==> config.mk <==
export PLATFORM = sky130hd
export DESIGN_NAME = cyclic_decoder_systematic
export DESIGN_NICKNAME = d
export VERILOG_FILES = /design/src/rtl/cyclic_decoder_systematic.sv
export SDC_FILE = /design/constraint.sdc
export NUM_CORES = 1
export LEC_CHECK = 0
export ABC_AREA = 1
export BUFFER_PORTS_ARGS = -buffer_cell sky130_fd_sc_hd__buf_2
export CORE_MARGIN = 2
export CORE_UTILIZATION = 54
export CTS_CLUSTER_DIAMETER = 150
export CTS_CLUSTER_SIZE = 8
export DETAILED_ROUTE_END_ITERATION = 12
export PLACE_DENSITY_LB_ADDON = 0.15
export RECOVER_POWER = 25
export SLEW_MARGIN = 20
export SYNTH_ARGS = -nofsm -noshare
export SYNTH_HDL_FRONTEND = slang
export SYNTH_SLANG_ARGS = --single-unit
==> constraint.sdc <==
create_clock -name clk -period 1.4 [get_ports clk]
set_clock_uncertainty 0.05 [all_clocks]
set_input_delay 0.07 -clock clk [delete_from_list [all_inputs] [get_ports clk]]
set_output_delay 0.07 -clock clk [all_outputs]
set_load 0.005 [all_outputs]
==> src/rtl/cyclic_decoder_systematic.sv <==
// cyclic_decoder_systematic: serial (15,11) cyclic Hamming decoder, g(x)=x^4+x+1, single-error correction
module cyclic_decoder_systematic #(
    parameter int N = 15,
    parameter int K = 11,
    parameter logic [3:0] POLY = 4'b0011
) (
    input  logic       clk,
    input  logic       rst,
    input  logic       in_valid,
    input  logic       in_bit,
    output logic       in_ready,
    output logic       out_valid,
    output logic       out_bit,
    input  logic       out_ready,
    output logic       out_last,
    output logic       out_err,
    output logic [3:0] out_err_pos
);
    typedef enum logic [1:0] {RECV, DECODE, SEND} state_t;

    // Entry j holds x^j mod g(x), the syndrome of a lone error at degree j.
    function automatic logic [4*N-1:0] build_tbl();
        logic [4*N-1:0] t;
        logic [3:0] r;
        t = '0;
        r = 4'b0001;
        for (int j = 0; j < N; j++) begin
            t[4*j +: 4] = r;
            r = {r[2:0], 1'b0} ^ (r[3] ? POLY : 4'b0);
        end
        return t;
    endfunction

    localparam logic [4*N-1:0] TBL = build_tbl();

    state_t         r_state;
    logic [N-1:0]   r_buf;
    logic [3:0]     r_syn;
    logic [3:0]     r_cnt;
    logic [3:0]     r_idx;
    logic           r_in_ready;
    logic           r_out_valid;
    logic           r_out_last;
    logic           r_out_err;
    logic [3:0]     r_out_pos;
    logic [3:0]     w_pos;
    logic [3:0]     w_syn_nxt;
    logic [N-1:0]   w_flip;

    always_comb begin
        w_pos = '0;
        for (int j = 0; j < N; j++)
            w_pos = (TBL[4*j +: 4] == r_syn) ? 4'(j) : w_pos;
    end

    assign w_syn_nxt = {r_syn[2:0], in_bit} ^ (r_syn[3] ? POLY : 4'b0);
    assign w_flip    = (r_syn != 4'b0) ? ({{(N-1){1'b0}}, 1'b1} << w_pos) : '0;

    always_ff @(posedge clk) begin
        if (rst) begin
            r_state     <= RECV;
            r_buf       <= '0;
            r_syn       <= '0;
            r_cnt       <= '0;
            r_idx       <= '0;
            r_in_ready  <= 1'b1;
            r_out_valid <= 1'b0;
            r_out_last  <= 1'b0;
            r_out_err   <= 1'b0;
            r_out_pos   <= '0;
        end else begin
            case (r_state)
                RECV: if (in_valid && r_in_ready) begin
                    r_buf <= {r_buf[N-2:0], in_bit};
                    r_syn <= w_syn_nxt;
                    r_cnt <= (r_cnt == 4'(N-1)) ? 4'b0 : r_cnt + 4'd1;
                    if (r_cnt == 4'(N-1)) begin
                        r_state    <= DECODE;
                        r_in_ready <= 1'b0;
                    end
                end
                DECODE: begin
                    r_buf       <= r_buf ^ w_flip;
                    r_out_err   <= r_syn != 4'b0;
                    r_out_pos   <= (r_syn != 4'b0) ? w_pos : 4'b0;
                    r_idx       <= '0;
                    r_out_valid <= 1'b1;
                    r_out_last  <= 1'b0;
                    r_state     <= SEND;
                end
                SEND: if (out_ready) begin
                    // The buffer shifts toward the MSB so out_bit is always r_buf[N-1].
                    r_buf <= r_buf << 1;
                    if (r_idx == 4'(K-1)) begin
                        r_idx       <= '0;
                        r_syn       <= '0;
                        r_cnt       <= '0;
                        r_out_valid <= 1'b0;
                        r_out_last  <= 1'b0;
                        r_in_ready  <= 1'b1;
                        r_state     <= RECV;
                    end else begin
                        r_idx      <= r_idx + 4'd1;
                        r_out_last <= r_idx == 4'(K-2);
                    end
                end
                default: r_state <= RECV;
            endcase
        end
    end

    assign in_ready    = r_in_ready;
    assign out_valid   = r_out_valid;
    assign out_bit     = r_buf[N-1];
    assign out_last    = r_out_last;
    assign out_err     = r_out_err;
    assign out_err_pos = r_out_pos;
endmodule
# After elaboration in Yosys (flattened, before gate mapping)
# Cells that the tools add are included.
dict set report totals {
  romBits 0
  latchBits 0
  ramBits 0
  out_inout_bits 9
  register_bits 37
  memories 0
}
dict set report classes {
  bitwise_logic 2
  div_mod_pow 0
  mul 0
  n_shift 1
  n_reduce_logical 12
  n_addsub 2
  order_cmp 0
  n_mux 46
  n_eq_ne 23
}
# op count
set op_table {}
lappend op_table {{$mux W4} 15}
lappend op_table {{$mux W15} 3}
lappend op_table {{$pmux W15 S3} 1}
lappend op_table {{$eq A4 B4 Y1 const A} 8}
lappend op_table {{$pmux W4 S2} 3}
lappend op_table {{$eq A3 B4 Y1 const A} 4}
lappend op_table {{$shl A1 B4 Y15 const A} 1}
lappend op_table {{$xor A15 B15 Y15} 1}
lappend op_table {{$mux W2} 7}
lappend op_table {{$eq A4 B4 Y1 const B} 3}
lappend op_table {{$mux W3} 4}
lappend op_table {{$mux W1} 9}
lappend op_table {{$add A4 B1 Y4 const B} 2}
lappend op_table {{$eq A2 B4 Y1 const A} 2}
lappend op_table {{$ne A2 B2 Y1 const B} 4}
lappend op_table {{$reduce_and A4 Y1} 2}
lappend op_table {{$pmux W1 S2} 3}
lappend op_table {{$pmux W2 S3} 1}
lappend op_table {{$reduce_and A3 Y1} 2}
lappend op_table {{$reduce_and A5 Y1} 1}
lappend op_table {{$reduce_bool A2 Y1} 2}
lappend op_table {{$reduce_bool A4 Y1} 1}
lappend op_table {{$xor A4 B2 Y4} 1}
lappend op_table {{$reduce_bool A3 Y1} 1}
lappend op_table {{other kinds (5)} 5}

# Longest topological paths before layout
# Gate-level depths: netlist of the first run.
dict set report logic_depth {
  word_depth 19
  ltp_mapped 11
  depth_no_buf 10
}

# Worst setup path after synthesis of the first run
# Ideal clock, no wire load.
dict set report synth_path {
  kind {register to register}
  startpoint {register r_state[0]}
  endpoint {register r_buf[12]}
  arrival_ps 1364
  setup_slack_ps -134
  path_stages_with_launch 11
  period_less_slack_ps 1534
  path_cell_list {dfxtp_1 > inv_1 > ha_1 > buf_6 > nand2_2 > nand2_2 > nor2_4 > inv_2 > buf_6 > a21oi_1 > a21oi_1}
}
dict set report synth_via {
  elab_chain_len 3
}
# item line
set synth_lines {}
lappend synth_lines {{start, declared} 36} ;# state_t r_state;
lappend synth_lines {{start signal, assigned} 61} ;# r_state <= RECV;
lappend synth_lines {{start signal, assigned} 78} ;# r_state <= DECODE;
lappend synth_lines {{start signal, assigned} 89} ;# r_state <= SEND;
lappend synth_lines {{$eq A2 B2 Y1, or another cell as far along} 72} ;# case (r_state)
lappend synth_lines {{$ne A2 B2 Y1 (no source line) / $reduce_bool A3 Y1 (equally long branches)} n/a}
lappend synth_lines {{$reduce_and A3 Y1 (no source line)} n/a}
lappend synth_lines {{end signal, assigned} 74} ;# r_buf <= {r_buf[N-2:0], in_bit};
lappend synth_lines {{end signal, assigned} 83} ;# r_buf <= r_buf ^ w_flip;
lappend synth_lines {{end signal, assigned} 93} ;# r_buf <= r_buf << 1;
lappend synth_lines {{end, declared} 37} ;# logic [N-1:0] r_buf;
# Several ways; a longest one is shown, not always the timed one.
# A chain may end at the register's enable or synchronous reset.

# Worst setup path in the final report of the first run
dict set report layout_path {
  startpoint {register r_state[0]}
  endpoint {register r_idx[1]}
}
dict set report layout_via {
  elab_chain_len 3
}
# item line
set layout_lines {}
lappend layout_lines {{$eq A2 B2 Y1 / $eq A2 B1 Y1 (equally long branches)} 72}
lappend layout_lines {{$ne A2 B2 Y1 (no source line) / $reduce_bool A2 Y1 (equally long branches)} n/a}
lappend layout_lines {{$reduce_and A2 Y1 (no source line)} n/a}
lappend layout_lines {{end signal, assigned} 103} ;# r_idx <= r_idx + 4'd1;
lappend layout_lines {{end, declared} 40} ;# logic [3:0] r_idx;
# Several ways; a longest one is shown, not always the timed one.

==> summary.txt, run 1 <==
STA
  – Fmax: 0.717 GHz
  – Final worst setup slack: 5.13 ps
  – RSZ-0062 raised after global routing: true
  – Fin. Hold Viols: 0
  – Worst-Margin Slew: 271 ps
  – Max_slew headroom: 81.9%
  – Fin crit share: 99.6%
  – Endpoints failing setup: 0
  – Min Tclk post-route: around 1400 ps
  – Pins Over Slew Limit: 0
  – Setup total negative slack: 0 ps

Power
  – P_int: 1.58 mW
  – Share of total power in sequential cells: 51.8%
  – Total power divided by cell area: about 840 nW/um^2
  – Pleak: around 1.1 nW
  – Switching fraction of total power: approximately 29%
  – Worst VDD drop: 547 uV
  – Switching power: about 630 uW
  – Clock network power share: 33.5%
  – Logic gate share of total power: between 10 and 15%

Critical path
  – CP Class: flop to flop
  – Worst setup SP type: flop
  – CP Capture Type: flop
  – CP arrival: 1520 ps
  – CP max FO: 7
  – Critical Path RT: approximately 1500 ps

Final layout
  – Filler instances: between 300 and 400
  – Layout cells sized above 1: 28.3%
  – Area of the multi-input gates: 1300 um^2
  – Post-route design area: around 2600 um^2
  – Non-filler cells in the finished layout: just under 400
  – ANT cells: 0
  – Seq. cell area: 751 um^2
  – Layout Nets: 360
  – Fin util: 70.7%
  – P&R area growth vs syn: 24.3%

Yosys
  – Mux contribution to synthesized area: 0%
  – Main combinational cell family by area after synthesis: simple AND/OR/NAND/NOR gates
  – Register bit count reported by yosys: 37
  – Synth Area in Compound Gates: a little over a fifth
  – Simple-gate share of the synthesized area: 30.8%
  – Xor and xnor area share after synthesis: 0.414%
  – Adder-cell share of the synthesized area: 3.55%
  – Post-synthesis sequential area ratio: approximately a third
  – Warnings, synthesis: 0
  – Net Count, Synth: ~320
  – Post-synthesis cell type count: 27
  – Mean Syn Cell Area: slightly below 7 um^2
  – Cells after Synth: 311
  – Post-Syn Area: roughly 2100 um^2

Routing
  – DRT Pass-1 Iters: 4
  – Iteration-0 DRC count of the detailed router: 224
  – Routed vias/inst: 5.53
  – Drt drc: 0
  – Post-Route WL: around 5300 um
  – DRT antenna net count: 0
  – DR vias: 2199
  – Average wire per standard cell: 13.3 um

Die
  – Die H: 66.6 um
  – Core ar.: 3720 um^2
  – I/O pin count: 14
  – Die area: 4430 um^2
  – Initial Util: 56.9%
  – Die span in x: 66.6 um
  – Num rows: 22

Clocking
  – Clk slew on worst S/H paths: roughly 70 ps
  – CTS Buf Count: 5
  – H-tree depth: 2
  – CTS tree: built
  – CTS sink count: 37
  – Worst skew pair latency: 290 ps
  – Root Buffer: clkbuf_8
  – CTS Hold Bufs: 0
  – Clock Path Buffers: 2

Global routing
  – Grt ovf: 0
  – Initial antenna violation count: 0
  – First-pass GRT wire length: 8840 um
  – Largest net degree at the start of global routing: 23
  – GRT Util Overall: 25.9%
  – Vias in the first global route: between 1500 and 2000

Place
  – Inst Count DP: 388
  – Routability cong.: 0.853
  – Worst slack at placement: -69.5 ps
  – PortBufs: 13
  – Dpl cell area: 2430 um^2
  – Dpl hpwl: 3630 um

Status
  – Status: complete, no violations

Run
  – MaxCap Viol Count: 0

Worst hold path
  – HP Class: primary input to flop
==> metrics by stage <==
step | total power [mW] | hold slack [ps]
after floorplan | 1.37 | 176
after global placement | 1.45 | 333
after detailed placement | 1.46 | 359
after CTS | 2.18 | 57.1
after global routing | 2.30 | 84.0
final | 2.21 | 67.7
==> sequential cells by signal (all words and copies together), names as in the netlist <==
signal,flops
r_syn,4
r_state,2
in_ready,1
out_last,1
out_err,1
r_idx,4
out_err_pos,4
r_cnt,4
out_valid,1
r_buf,15
==> cells in the mapped netlist <==
cell type | number | area, um^2
nand2_1 | 62 | 233
a21oi_1 | 44 | 220
dfxtp_1 | 37 | 741
nand3_1 | 32 | 160
nor2_1 | 31 | 116
inv_1 | 28 | 105
o21ai_0 | 19 | 95.1
o21bai_1 | 13 | 97.6
nand4_1 | 7 | 43.8
ha_1 | 6 | 75.1
inv_2 | 6 | 22.5
buf_2 | 4 | 20.0
nand2_2 | 4 | 25.0
buf_6 | 3 | 33.8
clkbuf_1 | 2 | 7.51
o211ai_1 | 2 | 15.0
a31oi_1 | 1 | 6.26
clkbuf_4 | 1 | 7.51
nand2_4 | 1 | 11.3
nand3_4 | 1 | 17.5
nor2_2 | 1 | 6.26
nor2_4 | 1 | 11.3
nor3b_2 | 1 | 12.5
o31ai_1 | 1 | 7.51
or2_2 | 1 | 6.26
or2_4 | 1 | 8.76
xor2_1 | 1 | 8.76
==> per-layer routing <==
layer | share of wire [%] | track usage (%) | wire, um | vias to the layer above
met5 | 0 | 0 | 0 | -
met4 | 1.0 | 7.14 | 55 | 0
met3 | 5.7 | 5.24 | 303 | 7
met2 | 45 | 41.1 | 2410 | 60
met1 | 48 | 35.5 | 2540 | 1015
li1 | - | - | - | 1117
==> cell families after synthesis <==
family / count (synthesis)
xor+xnor: 1
buf+inv: 44
flops: 37
fa+ha+maj: 6
compound gates: 80
simple gates: 143
==> cell type report <==
type / count / share of cell area, %
multi-input cells: 231 / 49.4
flip-flops and latches: 37 / 28.6
repair buffers: 40 / 11.3
inverters: 34 / 5.33
clock buffers: 6 / 2.76
well taps: 48 / 2.28
clock inverters: 2 / 0.381
==> placed cells by master (no fill, tap or decap), drive strengths merged <==
cell type / n
a21oi: 44
a31oi: 1
buf: 38
clkbuf: 8
clkinv: 3
dfxtp: 37
ha: 6
inv: 33
nand2: 67
nand3: 34
nand4: 7
nor2: 33
nor3b: 1
o211ai: 2
o21ai: 19
o21bai: 13
o31ai: 1
or2: 2
xor2: 1
==> critical path, stage by stage, from the launching register on <==
cell and delay (ps):
dfxtp_2 330, inv_2 80, ha_4 200, buf_6 130
nand2_2 40, nand2_2 100, inv_1 100, o31ai_2 190
nor2_1 60
==> power by group through the flow <==
| stage | clock (mW) | combinational (mW) | sequential, mW |
|---|---|---|---|
| final | 0.741 | 0.325 | 1.14 |
| after floorplan | 0 | 0.210 | 1.16 |
| after detailed placement | 0 | 0.294 | 1.17 |
| after global placement | 0 | 0.290 | 1.16 |
| after CTS | 0.743 | 0.302 | 1.14 |
| after global routing | 0.787 | 0.361 | 1.15 |
==> timing repair <==
item                                    4_1_cts  5_1_grt
endpoints found under the setup margin       21       35
gates resized for setup                      11       30
gates cloned                                  1        0
pin swaps                                     2        5
setup buffers                                 1        0
==> worst paths after layout <==
| check | start | endpoint | slack (ps) | depth (start not counted) |
|---|---|---|---|---|
| setup / recovery | r_state[0]$_SDFFE_PP0P_ | r_idx[1]$_SDFFE_PP0P_ | 5 | 8 |
| hold / removal | out_ready | out_last$_SDFFE_PP0P_ | 70 | 3 |
| hold reg to reg | in_ready$_SDFFE_PP1P_ | in_ready$_SDFFE_PP1P_ | 410 | 2 |
| setup reg to reg | r_state[0]$_SDFFE_PP0P_ | r_idx[1]$_SDFFE_PP0P_ | 5 | 8 |
No activity file was read; power rests on OpenSTA's default activity.
==> run 2, diff against run 1 <==
--- a/config.mk
+++ b/config.mk
@@ -6,12 +6,13 @@
 export NUM_CORES = 1
 export LEC_CHECK = 0
 export ABC_AREA = 1
-export BUFFER_PORTS_ARGS = -buffer_cell sky130_fd_sc_hd__buf_2
+export CAP_MARGIN = 0
 export CORE_MARGIN = 2
-export CORE_UTILIZATION = 54
+export CORE_UTILIZATION = 57
 export CTS_CLUSTER_DIAMETER = 150
 export CTS_CLUSTER_SIZE = 8
 export DETAILED_ROUTE_END_ITERATION = 12
+export DONT_BUFFER_PORTS = 1
 export PLACE_DENSITY_LB_ADDON = 0.15
 export RECOVER_POWER = 25
 export SLEW_MARGIN = 20
==> run 2 against run 1 <==
Against the previous run:
- the run now ends with setup timing left
- sequential cell count stayed put
- die area fell by 5.0%
- core utilization increased by 0.60 points
- sequential power is essentially flat
- clock-buffer cell count unchanged
- largest cell class unchanged
- largest power group unchanged
==> summary.txt, run 2 (synthesized netlist as in run 1, its figures left out) <==
Status
  – Status: finished with violations
  – Violated checks: setup timing

STA
  – RSZ-0062 raised after global routing: true
  – Endpoints failing setup: 16 (+16)
  – Worst-Margin Slew: 569 ps (+298 ps)
  – Setup total negative slack: -380 ps (-380 ps)
  – Final worst setup slack: -44.3 ps (-49.4 ps)
  – Fmax: 0.692 GHz (-3.4%)
  – Fin. Hold Viols: 0 (unchanged)
  – Fin crit share: 103% (+3.5 points)
  – Worst hold slack: 13.0 ps (-54.7 ps)
  – Pins Over Slew Limit: 0 (unchanged)
  – Min Tclk post-route: 1440 ps (+49.4 ps)
  – Max_slew headroom: 62.0% (-20 points)

Final layout
  – Most frequent cells in the layout: nand2_1 (55), nand3_1 (31), a21oi_1 (31), nor2_1 (31), dfxtp_1 (31)
  – Fin util: 71.3% (+0.60 points)
  – Layout cells sized above 1: 27.0% (-1.3 points)
  – ANT cells: 0 (unchanged)
  – P&R area growth vs syn: 21.7%
  – Non-filler cells in the finished layout: 385 (-3.3%)
  – Layout Nets: 347 (-3.6%)
  – Filler instances: 316 (+1.3%)
  – Biggest register: r_buf
  – Most common cell after layout, fill and taps aside: nand2_1
  – Largest register FFs: 15 (unchanged)

Routing
  – Routed vias/inst: 5.46 (-1.1%)
  – DRT antenna net count: 0 (unchanged)
  – Iteration-0 DRC count of the detailed router: 94 (-58%)
  – Average wire per standard cell: 13.9 um (+4.6%)
  – Post-Route WL: 5370 um (+1.1%)
  – Drt drc: 0 (unchanged)
  – DR vias: 2104 (-4.3%)
  – DRT Pass-1 Iters: 4 (unchanged)

Run
  – MaxCap Viol Count: 0 (unchanged)

Critical path
  – Worst setup SP type: flop
  – CP Capture Type: flop
  – CP max FO: 8 (+1)
  – Critical Path RT: 1570 ps (+40 ps)
  – CP arrival: 1620 ps (+100 ps)
  – CP Class: flop to flop

Die
  – Initial Util: 58.6% (+1.7 points)
  – Die area: 4210 um^2 (-5.0%)
  – Core ar.: 3610 um^2 (-3.0%)
  – I/O pin count: 14 (unchanged)
  – Num rows: 22 (unchanged)
  – Die H: 64.9 um (-2.5%)
  – Die span in x: 64.9 um (-2.5%)

Place
  – PortBufs: 0 (-13)
  – Routability cong.: 0.907 (+6.4%)
  – Dpl hpwl: 3660 um (+0.98%)
  – Inst Count DP: 373 (-3.9%)
  – Worst slack at placement: -66.9 ps (+2.54 ps)

Clocking
  – CTS tree: built
  – CTS Buf Count: 5 (unchanged)
  – Post-CTS Setup Bufs: 0 (-1)
  – Clk slew on worst S/H paths: 70 ps (about the same)
  – Worst skew pair latency: 290 ps (about the same)
  – CTS sink count: 37 (unchanged)
  – Root Buffer: clkbuf_8
  – Clock Path Buffers: 2 (unchanged)
  – H-tree depth: 2 (unchanged)

Worst hold path
  – HP Class: primary input to flop

Power
  – Pleak: 1.07 nW (-4.8%)
  – Worst VDD drop: 635 uV (+16%)
  – Total power divided by cell area: 851 nW/um^2 (+1.2%)

Global routing
  – Vias in the first global route: 1833 (-5.7%)
  – Grt ovf: 0 (unchanged)
  – First-pass GRT wire length: 8600 um (-2.7%)
  – Largest net degree at the start of global routing: 17 (-26%)
  – GRT Util Overall: 26.6% (+0.75 points)
  – Initial antenna violation count: 0 (unchanged)
## run 2: cell count changes in the layout (fill, tap and decap cells not counted), sizes merged
cell,delta
dlygate4sd3,+2
buf,-13
inv,+1
clkinv,-1
clkbuf,-2
## run 2: per-layer routing
layer	up-vias	track usage [%]	wire length, um
met2	49	45.0	2710
met4	0	8.24	44
met3	5	6.42	280
met5	-	0	0
met1	959	33.3	2330
li1	1091	-	-
## run 2: layout make-up
type	instances	area, um^2	area share (%)
Inverter	34	138	5.35
Sequential cell	37	753	29.3
Clock buffer	6	72.6	2.82
Clock inverter	2	10.0	0.389
Multi-Input combinational cell	231	1310	51.0
Timing Repair Buffer	27	228	8.85
Tap cell	48	60.1	2.33
## run 2: worst paths after layout
kind / startpoint / to / slack (ps) / cells past startpoint
setup / recovery: r_state[0]$_SDFFE_PP0P_ / r_buf[12]$_SDFFE_PP0P_ / -40 / 8
hold / removal: in_bit / r_syn[0]$_SDFFE_PP0P_ / 10 / 5
setup reg to reg: r_state[0]$_SDFFE_PP0P_ / r_buf[12]$_SDFFE_PP0P_ / -40 / 8
hold reg to reg: out_err_pos[2]$_SDFFE_PP0P_ / out_err_pos[2]$_SDFFE_PP0P_ / 440 / 2
## run 2: report_power, final
part	internal [mW]	switching (mW)
clock	0.345	0.376
combinational	0.136	0.187
sequential	1.09	0.0503
total	1.58	0.613
## run 2: repair_timing
item	CTS	global route
resized for setup	14	34
cloned	1	1
pin swaps	6	4
setup endpoints to repair	23	36
hold endpoints to repair	12	0
hold buffers	2	0
## run 2: critical path, cell delays in order (launching register included)
cell and delay (ps):
dfxtp_4 370, inv_4 50, ha_4 180, nand2_2 60
nand2_2 70, nor2_4 210, buf_6 170, o21ai_0 80
a21oi_1 140
## run 2: stage by stage
stage | total power, mW | cell area [um^2]
after floorplan | 1.37 | 2170
after global placement | 1.44 | 2350
after detailed placement | 1.45 | 2350
after CTS | 2.17 | 2490
after global routing | 2.30 | 2570
final | 2.19 | 2570
